===== src/rtl/reg_scoreboard_pkg.sv =====
// Shared types and sizing for the pending-write scoreboard.
package reg_scoreboard_pkg;

  localparam int SB_CNT_W        = 2;
  localparam int SB_MAX_INFLIGHT = 4;
  localparam int SB_NUM_REGS     = 32;

  typedef logic [SB_CNT_W-1:0] sb_cnt_t;

  typedef struct packed {
    logic       valid;
    logic       we;
    logic [4:0] rd;
  } sb_issue_t;

  // Writes to x0, or non-writing instructions, never occupy a counter.
  function automatic logic sb_is_tracked(input sb_issue_t i);
    return i.we && (i.rd != 5'd0);
  endfunction

endpackage


===== src/rtl/reg_pend_counter.sv =====
// Saturating up/down pending-write counter for one architectural register.
module reg_pend_counter #(
  parameter int CNT_W = 2
) (
  input  logic clk,
  input  logic rst_n,
  input  logic inc_i,
  input  logic dec_i,
  output logic nonzero_o,
  output logic at_max_o,
  output logic unf_o
);

  logic [CNT_W-1:0] cnt_q, cnt_d;
  logic             do_inc, do_dec;

  assign nonzero_o = |cnt_q;
  assign at_max_o  = &cnt_q;
  assign do_inc    = inc_i & ~at_max_o;
  assign do_dec    = dec_i & nonzero_o;
  assign unf_o     = dec_i & ~nonzero_o;

  // Simultaneous inc and dec cancel out.
  always_comb begin
    cnt_d = cnt_q;
    case ({do_inc, do_dec})
      2'b10:   cnt_d = cnt_q + CNT_W'(1);
      2'b01:   cnt_d = cnt_q - CNT_W'(1);
      default: cnt_d = cnt_q;
    endcase
  end

  always_ff @(posedge clk or negedge rst_n) begin
    if (!rst_n) cnt_q <= '0;
    else        cnt_q <= cnt_d;
  end

endmodule


===== src/rtl/reg_scoreboard.sv =====
// Per-register pending-write scoreboard: issue marks rd pending, WB commit
// clears it, decode queries rs1/rs2 to stall on outstanding writes.
module reg_scoreboard
  import reg_scoreboard_pkg::*;
#(
  parameter int CNT_W        = SB_CNT_W,
  parameter int MAX_INFLIGHT = SB_MAX_INFLIGHT,
  localparam int IW          = $clog2(MAX_INFLIGHT + 1)
) (
  input  logic          clk,
  input  logic          rst_n,
  input  logic          issue_valid,
  input  logic          issue_we,
  input  logic [4:0]    issue_rd,
  output logic          issue_ready,
  input  logic          commit_valid,
  input  logic [4:0]    commit_rd,
  input  logic [4:0]    rs1_s,
  input  logic [4:0]    rs2_s,
  output logic          rs1_busy,
  output logic          rs2_busy,
  output logic          sb_stall,
  output logic          full,
  output logic [IW-1:0] inflight,
  output logic          underflow_err
);

  sb_issue_t                  iss;
  logic [SB_NUM_REGS-1:0]     nonzero, at_max, unf;
  logic                       untracked, tracked, commit_ok;
  logic [IW-1:0]              inflight_q, inflight_d;
  logic                       err_q, err_d;

  assign iss = '{valid: issue_valid, we: issue_we, rd: issue_rd};

  // x0 has no counter; its status bits are constant.
  assign nonzero[0] = 1'b0;
  assign at_max[0]  = 1'b0;
  assign unf[0]     = 1'b0;

  for (genvar r = 1; r < SB_NUM_REGS; r++) begin : g_reg
    reg_pend_counter #(.CNT_W(CNT_W)) u_cnt (
      .clk       (clk),
      .rst_n     (rst_n),
      .inc_i     (tracked && (iss.rd == 5'(r))),
      .dec_i     (commit_valid && (commit_rd == 5'(r))),
      .nonzero_o (nonzero[r]),
      .at_max_o  (at_max[r]),
      .unf_o     (unf[r])
    );
  end

  assign full        = (inflight_q == IW'(MAX_INFLIGHT));
  assign untracked   = ~sb_is_tracked(iss);
  assign issue_ready = ~full & (untracked | ~at_max[iss.rd]);
  assign tracked     = iss.valid & issue_ready & ~untracked;
  assign commit_ok   = commit_valid & nonzero[commit_rd];

  // Busy reads only registered counters; a same-cycle commit is covered by WB forwarding.
  assign rs1_busy      = nonzero[rs1_s];
  assign rs2_busy      = nonzero[rs2_s];
  assign sb_stall      = rs1_busy | rs2_busy;
  assign inflight      = inflight_q;
  assign underflow_err = err_q;

  always_comb begin
    inflight_d = inflight_q;
    if (tracked && !commit_ok)      inflight_d = inflight_q + IW'(1);
    else if (!tracked && commit_ok) inflight_d = inflight_q - IW'(1);
  end

  assign err_d = err_q | (|unf);

  always_ff @(posedge clk or negedge rst_n) begin
    if (!rst_n) begin
      inflight_q <= '0;
      err_q      <= 1'b0;
    end else begin
      inflight_q <= inflight_d;
      err_q      <= err_d;
    end
  end

endmodule


===== config.mk =====
export PLATFORM = sky130hd
export DESIGN_NAME = reg_scoreboard
export DESIGN_NICKNAME = d
export VERILOG_FILES = /design/src/rtl/reg_scoreboard_pkg.sv /design/src/rtl/reg_pend_counter.sv /design/src/rtl/reg_scoreboard.sv
export SDC_FILE = /design/constraint.sdc
export NUM_CORES = 1
export LEC_CHECK = 0
export BUFFER_PORTS_ARGS = -buffer_cell sky130_fd_sc_hd__buf_4
export CORE_ASPECT_RATIO = 0.7
export CORE_MARGIN = 3
export CORE_UTILIZATION = 45
export CTS_BUF_LIST = sky130_fd_sc_hd__clkbuf_8
export CTS_CLUSTER_DIAMETER = 80
export DETAILED_ROUTE_END_ITERATION = 12
export PLACE_DENSITY_LB_ADDON = 0.05
export SETUP_SLACK_MARGIN = 0.05
export SYNTH_ARGS = -nofsm -noshare
export SYNTH_HDL_FRONTEND = slang
export SYNTH_SLANG_ARGS = --single-unit

===== constraint.sdc =====
create_clock -name clk -period 2.5 [get_ports clk]
set_input_delay 0.25 -clock clk [delete_from_list [all_inputs] [get_ports clk]]
set_output_delay 0.25 -clock clk [all_outputs]
set_load 0.1 [all_outputs]

Word level (Yosys, flattened, before mapping)
Index checks and enable logic that the tools add are counted.

Bits in registers: 66. Bits in latches: 0. RAM bits: 0. Bits in read-only memories: 0. Output and inout bits: 9. Memories kept: 0.

Add/sub/neg operators: 64. Multiply operators: 0. Divide/modulo/power cells: 0. Order comparisons: 4. Equality and inequality tests: 125. Shift operators: 0. Mux-type cells: 41. Bitwise operators: 165. Reduce and logical (&&, ||, !) cells: 163.

Operator list (number): $eq A5 B5 Y1 const B (32); $pmux W2 S2 (31); $and A1 B1 Y1 (97); $eq A5 B4 Y1 const B (16); $logic_and A1 B1 Y1 (65); $not A1 Y1 (65); $reduce_bool A2 Y1 (32); $add A2 B1 Y2 const B (31); $eq A2 B1 Y1 const B (31); $eq A2 B2 Y1 const B (31); $reduce_and A2 Y1 (31); $reduce_or A2 Y1 (31); $sub A2 B1 Y2 const B (31); $eq A5 B3 Y1 const B (8); $reduce_or A31 Y1 (1); $lt A5 B6 Y1 const B (4); $bmux W1 S5 (4); $eq A5 B2 Y1 const B (4); $eq A5 B1 Y1 const B (2); $mux W3 (2); $reduce_bool A5 Y1 (1); $mux W1 (4); $add A3 B1 Y3 const B (1); $eq A3 B3 Y1 const B (1); 3 further kinds (6).

Logic depth before layout (Yosys ltp)
Depth in word-level cells: 12. Depth in mapped cells: 14. Mapped depth without buffers: 13.

By module
A second synthesis with hierarchy kept.

Cell total of the unflattened synthesis: 655. Area, all modules: 5855.6 um2.

By module, submodules not included: reg_pend_counter (times used 31, cells an instance 13, area each 125.1 um2, sequential area each 50.0 um2); reg_scoreboard (times used 1, cells an instance 252, area each 1976.9 um2, sequential area each 100.1 um2).

Worst setup path after synthesis
Ideal clock, no wire load.

Path type: flip-flop to flip-flop. From: register inflight_q[0], in the netlist inflight[0]. To: register inflight_q[2], in the netlist inflight[2]. Setup time: 0.162 ns. Arrival time: 3.118 ns. Required time: 2.338 ns. Slack: -0.780 ns. Stages on the path, launching flop included: 14. Path buffers: 0. Period minus slack after synthesis: 3.280 ns. Path through: dfrtp_1 > nor2_1 > nand2_1 > inv_1 > nor2_1 > o31ai_1 > a21oi_2 > and2_1 > ha_1 > inv_1 > fa_1 > xor2_1 > nor2_1 > xor2_1.

Cells in the longest elaborated chain, start to end: 8. Elaborated cells on any way between the ends: 13. Classes of those cells: add/sub (2); eq/ne (1); mux (2); bitwise (4); reduce/logical (4).

RTL lines: start: declaration (line reg_scoreboard.sv:31) `logic [IW-1:0] inflight_q, inflight_d;`; start signal: assignment (line reg_scoreboard.sv:79) `inflight_q <= inflight_d;`; $eq A3 B3 Y1 (*) (line reg_scoreboard.sv:53) `assign full = (inflight_q == IW'(MAX_INFLIGHT));`; via full (line reg_scoreboard.sv:23) `output logic full,`; $not A1 Y1 (*) (line reg_scoreboard.sv:55) `assign issue_ready = ~full & (untracked | ~at_max[iss.rd]);`; $and A1 B1 Y1 (*) (line reg_scoreboard.sv:55); $and A1 B1 Y1 (*) (2 in a row) (line reg_scoreboard.sv:56) `assign tracked = iss.valid & issue_ready & ~untracked;`; $logic_not A1 Y1 (line reg_scoreboard.sv:69) `else if (!tracked && commit_ok) inflight_d = inflight_q - IW'(1);`; $logic_and A1 B1 Y1 (line reg_scoreboard.sv:69); $reduce_bool A2 Y1 (no source line).

The timed path passes the listed nets; every way through them passes the cells marked *. The select of a mux whose other input is x is not followed. A chain may end at the register's enable or synchronous reset.

Worst setup path after layout
From: register g_reg[9].u_cnt.cnt_q[0]. To: output sb_stall.

Cells in the longest elaborated chain, start to end: 4. Elaborated cells on any way between the ends: 6. Classes of those cells: mux (4); bitwise (1); reduce/logical (1).

RTL lines: start: declaration (line reg_pend_counter.sv:14) `logic [CNT_W-1:0] cnt_q, cnt_d;`; start signal: assignment (line reg_pend_counter.sv:35) `else cnt_q <= cnt_d;`; $reduce_or A2 Y1 (*) (line reg_pend_counter.sv:17) `assign nonzero_o = |cnt_q;`; $bmux W1 S5, on equally long branches (line reg_scoreboard.sv:60, reg_scoreboard.sv:61); $mux W1, on equally long branches (line reg_scoreboard.sv:60, reg_scoreboard.sv:61); $or A1 B1 Y1 (*) (line reg_scoreboard.sv:62) `assign sb_stall = rs1_busy | rs2_busy;`; end: declaration (line reg_scoreboard.sv:22) `output logic sb_stall,`.

Every way passes the cells marked *; elsewhere a longest branch is shown, timed or not. The select of a mux whose other input is x is not followed.

==> metrics.yaml <==
outcome: "finished, violations left"
violations: "setup timing"
grt_max_degree: 33
cp-end-kind: "primary output"
syn_area_um2: 5455
cts_buffers: 9
rsz0062_at_grt: "yes"
drv_slew: 0
vias_per_cell: 6.100
cts_sinks: 66
setup_viol: 35
antenna_found_initial: 0
yosysTopAreaCellShare_pct: 30.28
chipWidth_um: 137.6
yosysWarnings: 0
antenna_left: 0
syn_nets: 670
cellPowerDensity_nw_per_um2: 913.1
cts.htree.levels: 3
fin_area_um2: 7681
ctsRootBufferMaster: "clkbuf_8"
globalRouteOverflowTotal: 0
grt_pass1_wl_um: 31750
worst_slack_ns: -0.1997
min_period_over_period_pct: 108.0
vias: 5758
clkSlewWorstSetupHoldPaths_ns: 0.09
drt_iter0_markers: 594
initial_core_util_pct: 47.81
nNetsFinal: 844
synth_edf_count: 0
io_pins: 34
drc_errors: 0
tightest_slew_ns: 0.6928
synth-main-ff-cell: "dfrtp_1"
yosysUniqueCellTypes: 57
cp_max_fo: 4
die-height_um: 98.12
crit_type: "reg -> out"
hpwl_um: 15390
power.leakage_nw: 3.291
max_cap_violations: 0
synth_sequential_area_ratio_pct: 30.28
syn_to_final_growth_pct: 40.80
n_fill_cell: 952
slew_headroom_pct: 53.38
hold_depth: 3
grt_use_total_pct: 30.99
postSynth.asyncResetShare_pct: 100.0
fp.coreArea_um2: 11410
drive_gt1_share_pct: 41.21
ys_seq_elements: 66
wl_per_cell_um: 21.50
synth_top_cell_by_area: "dfrtp_1"
tritoncts: "done"
gp_congestion: 0.9751
num_antenna_cells: 0
fmaxAchievable_mhz: 370.4
skew_ns: 0.01319
placed_area_um2: 6852
dieArea_um2: 13500
start_kind: "register"
hold_violations: 0
min_period_ns: 2.700
ir_drop_mv: 0.7336
wirelength_um: 20290
clk_latency_ns: 0.36
netlist_top_cells_area: "dfrtp_1, xnor2_1, ha_1, mux4_2, nor2_1"
finalSetupTns_ns: -2.930
rr_worst_depth: 10
clockBufferDepth: 2
synth_area_per_cell_um2: 8.914
grt_pass1_vias: 5642
portBuffers: 33
critical_path_required_ns: 2.25
critPathArrivalTime_ns: 2.45
rows: 32
drt_pass1_iterations: 5
synth_cells: 612
min_path_type: "in -> reg"
-- kinds of logic (layout without fill, tap and decap cells) --
| group | after synthesis | count (layout) | synth area share (%) |
|---|---|---|---|
| and+or+nand+nor | 256 | 256 | 22.61 |
| xor gates and xnor gates | 96 | 96 | 15.41 |
| AOI/OAI and AO/OA | 84 | 84 | 10.69 |
| DFF | 66 | 66 | 30.28 |
| buffers and inverters | 49 | 228 | 3.991 |
| adders and majority gates | 33 | 33 | 7.706 |
| muxes | 28 | 28 | 9.312 |
-- synth_stat cells (8+ instances only) --
| cell | number |
|---|---|
| mux4_2 | 16 |
| inv_1 | 9 |
| clkbuf_1 | 19 |
| nand4_1 | 28 |
| nand2b_1 | 9 |
| nand2_1 | 42 |
| nor2_1 | 81 |
| mux2_2 | 9 |
| nor4_1 | 12 |
| ha_1 | 32 |
| nand3_1 | 14 |
| xnor2_1 | 63 |
| xor2_1 | 33 |
| a21oi_1 | 27 |
| dfrtp_1 | 66 |
| a211oi_1 | 8 |
| buf_2 | 12 |
| nor3_1 | 43 |
-- flip-flops by register name (all words and copies together) (netlist names) --
name	flops
g.u_cnt.cnt_q	62
inflight	3
underflow_err	1
-- repair_timing --
action                     in CTS  in global routing
resized for setup              67                 40
hold endpoints to repair       30                  0
setup endpoints to repair      34                 61
pin swaps                      23                 16
hold buffers                    1                  0
gates cloned                    2                  0
setup buffers                  15                  5
-- layer usage --
layer	part of all wire, %	track usage, %	vias up
li1	-	-	2566
met1	45	47.33	2795
met2	42	43.89	360
met3	12	8.136	37
met4	1.8	6.672	0
met5	0	0	-
-- area by class of cell --
type | count | area (µm²) | area share (%)
clock buffers | 11 | 151.4 | 1.971
clock inverters | 5 | 37.54 | 0.4887
inverters | 10 | 41.29 | 0.5375
multi-input cells | 497 | 3946 | 51.38
flip-flops and latches | 66 | 1667 | 21.70
well taps | 153 | 191.4 | 2.492
repair buffers | 202 | 1647 | 21.44
-- metrics by stage --
step | utilization (%) | total power [mW] | std cells | setup WS [ns] | hold slack [ns]
4_1_cts | 65.60 | 6.700 | 939 | -0.1576 | 0.2650
5_1_grt | 67.31 | 7.344 | 944 | -0.2771 | 0.2941
2_1_floorplan | - | 3.762 | 612 | -0.4233 | -0.04559
3_3_place_gp | 60.04 | 5.333 | 906 | -0.2962 | 0.2298
3_5_place_dp | 60.04 | 5.392 | 906 | -0.3403 | 0.2376
6_report | 67.31 | 7.014 | 944 | -0.1997 | 0.2813
-- power by group --
group	internal, mW	switching (mW)	leakage, nW
clock network	0.418	0.482	0.0919
registers	1.41	0.363	0.860
logic	2.12	2.22	2.34
total	3.95	3.07	3.29
-- cell usage in the layout (no fill, tap or decap), types with 21 or more instances in the layout --
master and count:
nor3_1 40, nand2_1 39, a21oi_1 25, xnor2_1 57, dfrtp_1 58, nor2_2 22
nor2_1 56, xor2_1 33, ha_1 21, nand4_1 28, buf_4 185
-- worst max-delay path, cell delays in order, from the launching register on --
cell and delay (ns):
dfrtp_1 0.44, nor2_1 0.33, mux4_2 0.31, mux2i_1 0.08
a32o_1 0.21, a211o_2 0.28, or2_4 0.26, buf_12 0.17
-- final timing paths --
check / from / end / slack [ns]
min in group asynchronous: rst_n / g_reg[16].u_cnt.cnt_q[0] / 0.38
max in group asynchronous: rst_n / g_reg[26].u_cnt.cnt_q[1] / 1.41
max: g_reg[9].u_cnt.cnt_q[0] / sb_stall / -0.20
min reg2reg: inflight[2] / inflight[2] / 0.50
max reg2reg: g_reg[26].u_cnt.cnt_q[0] / inflight[1] / -0.18
min: commit_valid / underflow_err / 0.28
Note: power is estimated with default switching activity, not from simulation.
